**config.mk**
```make
export PLATFORM = sky130hd
export DESIGN_NAME = alu_seq
export DESIGN_NICKNAME = d
export VERILOG_FILES = /design/src/rtl/alu_seq.sv
export SDC_FILE = /design/constraint.sdc
export NUM_CORES = 1
export LEC_CHECK = 0
export BUFFER_PORTS_ARGS = -buffer_cell sky130_fd_sc_hd__buf_4
export CAP_MARGIN = 20
export CORE_ASPECT_RATIO = 1.25
export CORE_MARGIN = 10
export CORE_UTILIZATION = 47
export CTS_BUF_LIST = sky130_fd_sc_hd__clkbuf_8
export CTS_CLUSTER_SIZE = 14
export DETAILED_ROUTE_END_ITERATION = 16
export GPL_TIMING_DRIVEN = 0
export PLACE_DENSITY = 0.74
export SYNTH_ARGS = -nofsm -noshare
export SYNTH_HDL_FRONTEND = slang
export SYNTH_SLANG_ARGS = --single-unit
```
**constraint.sdc**
```tcl
create_clock -name clk -period 2.39 [get_ports clk]
set_clock_uncertainty 0.2 [all_clocks]
set_input_delay 0.478 -clock clk [delete_from_list [all_inputs] [get_ports clk]]
set_output_delay 0.478 -clock clk [all_outputs]
set_load 0.01 [all_outputs]
```
**src/rtl/alu_seq.sv**
```systemverilog
// alu_seq: runs one 32-bit ALU operation as one or two passes through an external 16-bit ALU,
// with a valid/ready request side and a valid/ready response side.
package alu_seq_pkg;
  typedef logic [3:0] cs_alu_op;
  localparam cs_alu_op ALU_ADD    = 4'd0;
  localparam cs_alu_op ALU_SUB    = 4'd1;
  localparam cs_alu_op ALU_PLUS_4 = 4'd2;
  localparam cs_alu_op ALU_AND    = 4'd3;
  localparam cs_alu_op ALU_OR     = 4'd4;
  localparam cs_alu_op ALU_XOR    = 4'd5;
  localparam cs_alu_op ALU_EQ     = 4'd6;
  localparam cs_alu_op ALU_LT     = 4'd7;
  localparam cs_alu_op ALU_LTU    = 4'd8;
  localparam cs_alu_op ALU_SLL    = 4'd9;
  localparam cs_alu_op ALU_SRL    = 4'd10;
  localparam cs_alu_op ALU_SRA    = 4'd11;
endpackage

module alu_seq
  import alu_seq_pkg::*;
(
  input  logic        clk,
  input  logic        rst_n,
  input  logic        flush_i,
  input  logic        req_valid_i,
  output logic        req_ready_o,
  input  cs_alu_op    req_op_i,
  input  logic        req_cmp_flip_i,
  input  logic [31:0] req_a_i,
  input  logic [31:0] req_b_i,
  output logic        resp_valid_o,
  input  logic        resp_ready_i,
  output logic [31:0] resp_result_o,
  output logic        resp_cmp_o,
  output cs_alu_op    alu_op_o,
  output logic        alu_cmp_flip_o,
  output logic        alu_first_cycle_o,
  output logic [15:0] alu_a_o,
  output logic [15:0] alu_b_o,
  input  logic [15:0] alu_result_i,
  input  logic        alu_cmp_result_i,
  input  logic        alu_cmp_valid_i
);

  typedef enum logic [1:0] {
    ST_IDLE   = 2'd0,
    ST_FIRST  = 2'd1,
    ST_SECOND = 2'd2,
    ST_DONE   = 2'd3
  } state_t;

  state_t      state_r;
  state_t      state_next_s;
  cs_alu_op    op_r;
  logic        flip_r;
  logic [31:0] a_r;
  logic [31:0] b_r;
  logic [31:0] res_r;
  logic        cmp_r;

  logic accept_s;
  logic is_shift_s;
  logic is_cmp_s;
  logic hi_first_s;
  logic big_shift_s;
  logic early_exit_s;
  logic use_hi_s;
  logic alu_busy_s;

  assign req_ready_o    = (state_r == ST_IDLE);
  assign resp_valid_o   = (state_r == ST_DONE);
  assign resp_result_o  = res_r;
  assign resp_cmp_o     = cmp_r;
  assign alu_op_o       = op_r;
  assign alu_cmp_flip_o = flip_r;

  assign accept_s   = req_valid_i & req_ready_o;
  assign alu_busy_s = (state_r == ST_FIRST) | (state_r == ST_SECOND);

  // Operation class decode; right shifts start on the high half
  always_comb begin
    is_shift_s = 1'b0;
    is_cmp_s   = 1'b0;
    hi_first_s = 1'b0;
    case (op_r)
      ALU_SLL: begin
        is_shift_s = 1'b1;
      end
      ALU_SRL, ALU_SRA: begin
        is_shift_s = 1'b1;
        hi_first_s = 1'b1;
      end
      ALU_EQ, ALU_LT, ALU_LTU: begin
        is_cmp_s = 1'b1;
      end
      default: begin
        is_shift_s = 1'b0;
        is_cmp_s   = 1'b0;
        hi_first_s = 1'b0;
      end
    endcase
  end

  // A shift of 16 or more only moves one half, and a low-half EQ mismatch settles the compare
  assign big_shift_s  = is_shift_s & b_r[4];
  assign early_exit_s = big_shift_s | ((op_r == ALU_EQ) & alu_cmp_valid_i);
  assign use_hi_s     = (state_r == ST_FIRST) ? hi_first_s : ~hi_first_s;

  // Next-state logic; flush overrides accept and transfer
  always_comb begin
    state_next_s = state_r;
    if (flush_i) begin
      state_next_s = ST_IDLE;
    end else begin
      case (state_r)
        ST_IDLE: begin
          if (accept_s) state_next_s = ST_FIRST;
          else          state_next_s = ST_IDLE;
        end
        ST_FIRST: begin
          if (early_exit_s) state_next_s = ST_DONE;
          else              state_next_s = ST_SECOND;
        end
        ST_SECOND: begin
          state_next_s = ST_DONE;
        end
        ST_DONE: begin
          if (resp_ready_i) state_next_s = ST_IDLE;
          else              state_next_s = ST_DONE;
        end
        default: begin
          state_next_s = ST_IDLE;
        end
      endcase
    end
  end

  // Operand half selection towards the 16-bit ALU
  always_comb begin
    alu_a_o           = 16'h0000;
    alu_b_o           = 16'h0000;
    alu_first_cycle_o = (state_r == ST_FIRST);
    if (alu_busy_s) begin
      if (big_shift_s) begin
        alu_a_o = (op_r == ALU_SLL) ? a_r[15:0] : a_r[31:16];
        alu_b_o = {12'h000, b_r[3:0]};
      end else if (is_shift_s) begin
        alu_a_o = use_hi_s ? a_r[31:16] : a_r[15:0];
        alu_b_o = {11'h000, b_r[4:0]};
      end else begin
        alu_a_o = use_hi_s ? a_r[31:16] : a_r[15:0];
        alu_b_o = use_hi_s ? b_r[31:16] : b_r[15:0];
      end
    end else begin
      alu_a_o = 16'h0000;
      alu_b_o = 16'h0000;
    end
  end

  // State register
  always_ff @(posedge clk or negedge rst_n) begin
    if (!rst_n) state_r <= ST_IDLE;
    else        state_r <= state_next_s;
  end

  // Request capture and result assembly
  always_ff @(posedge clk or negedge rst_n) begin
    if (!rst_n) begin
      op_r   <= ALU_ADD;
      flip_r <= 1'b0;
      a_r    <= 32'h0000_0000;
      b_r    <= 32'h0000_0000;
      res_r  <= 32'h0000_0000;
      cmp_r  <= 1'b0;
    end else if (flush_i) begin
      res_r <= 32'h0000_0000;
      cmp_r <= 1'b0;
    end else if (accept_s) begin
      op_r   <= req_op_i;
      flip_r <= req_cmp_flip_i;
      a_r    <= req_a_i;
      b_r    <= req_b_i;
      res_r  <= 32'h0000_0000;
      cmp_r  <= 1'b0;
    end else if (alu_busy_s) begin
      if (is_cmp_s) begin
        if ((state_r == ST_SECOND) || early_exit_s) begin
          res_r <= {31'h0000_0000, alu_cmp_result_i};
          cmp_r <= alu_cmp_result_i;
        end
      end else if (big_shift_s) begin
        case (op_r)
          ALU_SLL: res_r <= {alu_result_i, 16'h0000};
          ALU_SRA: res_r <= {{16{a_r[31]}}, alu_result_i};
          default: res_r <= {16'h0000, alu_result_i};
        endcase
      end else if (use_hi_s) begin
        res_r[31:16] <= alu_result_i;
      end else begin
        res_r[15:0] <= alu_result_i;
      end
    end
  end

endmodule

```
==> flow_summary.yaml <==
outcome:
  status: "finished, violations left"
  violations: "negative setup slack"
sta:
  finalHoldViolCount: 0
  finalWorstSetupSlack_ps: -411
  fin_setup_tns_ps: -12500
  slew_viol_final: 0
  rsz0062_at_grt: "true"
  timing.fmax_mhz: 357
  finalCritPeriodShare: 1.17
  max_slew_margin: 0.542
  setup_viol: 54
  tightest_slew_ps: 688
  period_minus_slack_ps: 2800
critical_path:
  worstSetupEndpointType: "primary output"
  crit_start: "alu_op_o[2]"
  r2r_cells: 10
  crit_fanout: 5
  rrSetupSlack_ps: -50
  critical_path_required_ps: 1710
  start_kind: "flop"
  path_class: "reg -> out"
  cp.arrival_ps: 2120
  r2r-end: "resp_result_o[30]"
  rr_startpoint: "state_r[0]"
grt:
  grt_pass1_vias: 4509
  grt_busiest_layer: "met2"
  grt_pass1_wl_um: 22600
  antenna_found_initial: 0
  groute.layer.met2.usage: 0.331
  grt_usage: 0.185
  grt_max_degree: 55
  grt_overflow: 0
  met3_usage: 0.0559
  met1_usage: 0.204
detailed_routing:
  wirelength_um: 14000
  antenna_left: 0
  drt_iter0_drc: 80
  wire_per_inst_um: 18.5
  vias: 3907
  viasPerCell: 5.16
  drc_errors: 0
  first_pass_iters: 4
placement:
  place.gp.congestion: 0.773
  portBuffers: 164
  place_hpwl_um: 10300
  preCtsSetupSlack_ps: -472
power_and_ir_drop:
  p_clk_frac: 0.129
  power_density_nw_per_um2: 1220
  internal-power_w: 0.00573
  combPwrFrac: 0.544
  leakagePower_nw: 3.56
  seqPwrFrac: 0.326
  total_power_w: 0.00887
  ir_drop_mv: 0.588
  swShare: 0.354
  power_switching_w: 0.00314
floorplan:
  initial_core_util: 0.485
  fp.coreArea_sq_um: 10200
  fp.dieH_um: 135
  die_x_um: 112
  die-area_sq_um: 15100
  rows: 41
  io_pins: 165
synthesis:
  synth_seq_cells: 104
  synth_fp_nets: 512
  synth_flop_cell: "dfrtp_1"
  synth.distinct_cells: 35
  async_flop_share: 1.00
  yosysTopAreaCell: "dfrtp_1"
  synth_edf_count: 0
  syn_inst: 415
  synth_top_area_frac: 0.526
  yosysSeqAreaShare: 0.526
  syn_area_per_cell_sq_um: 11.9
  syn_area_sq_um: 4950
  yosysWarnings: 0
  synthTopCellsByArea: "dfrtp_1 53%, mux2_2 17%, mux2i_1 7.3%"
cts:
  cts_tree: "yes"
  numClockSinks: 104
  cts_buffer_depth: 2
  clk_pin_slew_ps: 90
  insertion_delay_ps: 360
  cts_buffers: 9
  htree_num_levels: 3
  cts-root-buf: "clkbuf_8"
layout:
  syn_to_final_growth_pct: 46.8
  layout-drive-gt1-share: 0.570
  diodes: 0
  nets: 721
  regArea_sq_um: 2610
  final_core_util: 0.712
  multiInputGateArea_sq_um: 2410
  nFillCells: 756
worst_hold_path:
  hold_path_class: "in -> reg"
  hold_path_depth: 2
  min-delay-start: "flush_i"
  hold_path_end: "state_r[0]"
run:
  max-cap-violations: 0
## what timing repair did
item | 4_1_cts | 5_1_grt
resized for setup | 75 | 19
hold buffers | 1 | 0
setup buffers | 31 | 4
cloned | 3 | 1
setup endpoints to repair | 91 | 105
pin swaps | 27 | 7
hold endpoints to repair | 50 | 0
## synth_stat cells, drive strengths merged, types with 3 or more instances
cell and count:
nand3b 3, nand2 59, nor2b 24, ha 5, a21oi 30, buf 12, dfrtp 104, clkbuf 12
mux2i 36, nor2 4, inv 19, mux2 86
## cell usage in the layout, fill, tap and decap left out, types with 2 or more instances in the layout
master,instances
mux2i_1,35
nand2_1,47
bufinv_16,2
clkbuf_8,9
o211ai_1,2
nand2_2,8
nand2_4,4
buf_6,11
buf_8,4
a21oi_2,12
mux2_4,17
dfrtp_2,2
clkbuf_1,3
nor2_1,3
nor2b_1,24
buf_16,2
ha_1,3
mux2_2,69
ha_4,2
clkbuf_2,6
clkbuf_4,4
inv_1,20
dfrtp_1,102
nand3b_1,2
buf_12,3
o22ai_4,2
buf_4,186
a21oi_1,18
## power groups by stage
stage               Clock (W)  Combinational [W]  Sequential, W
global placement            0            0.00373        0.00285
detailed placement          0            0.00382        0.00290
global route          0.00127            0.00521        0.00298
CTS                   0.00118            0.00478        0.00288
finish                0.00115            0.00483        0.00290
floorplan                   0            0.00232        0.00289
## state kept, by name (all words and copies together) (netlist names)
signal,cells
a_r,32
alu_cmp_flip_o,1
alu_op_o,4
b_r,32
resp_cmp_o,1
resp_result_o,32
state_r,2
## per-layer routing
layer,up-vias,share of wire
met1,1949,0.38
met2,115,0.54
li1,1832,-
met5,-,0
met3,11,0.067
met4,0,0.013
## kinds of logic after synthesis
| kind of cell | Yosys count | share of synthesized area |
|---|---|---|
| AO/OA/AOI/OAI | 44 | 0.0569 |
| XOR/XNOR | 2 | 0.00354 |
| adder cells (fa/ha/maj) | 5 | 0.0126 |
| buffers and inverters | 43 | 0.0377 |
| flip-flops | 104 | 0.526 |
| multiplexers | 122 | 0.269 |
| AND/OR/NAND/NOR | 95 | 0.0946 |
## layout make-up
| class | instances | share of cell area |
|---|---|---|
| plain buffers | 21 | 0.0236 |
| flip-flops and latches | 104 | 0.359 |
| well taps | 129 | 0.0222 |
| inverters | 19 | 0.0102 |
| clock buffers | 9 | 0.0171 |
| clock inverters | 6 | 0.0109 |
| multi-input cells | 268 | 0.332 |
| repair buffers | 201 | 0.225 |
## critical path: stages, from the launching register on
cell and delay (ps):
dfrtp_1 430, nand3b_1 280, xor2_4 210, a21boi_2 140, buf_6 150, clkbuf_16 150
mux2i_1 190, nor2b_1 60, buf_4 140
## through the flow
| step | std cells | hold WS [ps] | cell area [sq um] |
|---|---|---|---|
| floorplan | 415 | -17.6 | 5040 |
| global placement | 708 | 287 | 6430 |
| detailed placement | 709 | 293 | 6460 |
| CTS | 758 | 75.3 | 7230 |
| global route | 757 | 75.4 | 7260 |
| finish | 757 | 99.7 | 7260 |
## worst max path at each step
stage | endpoint | slack [ps] | cells past startpoint
after floorplan | alu_a_o[10] | -100 | 8
after global placement | a_r[25] | -440 | 8
after detailed placement | alu_op_o[2] | -470 | 8
after CTS | alu_a_o[12] | -480 | 8
after global routing | alu_a_o[12] | -560 | 8
final | alu_a_o[5] | -410 | 8
(Power assumes the default switching activity.)
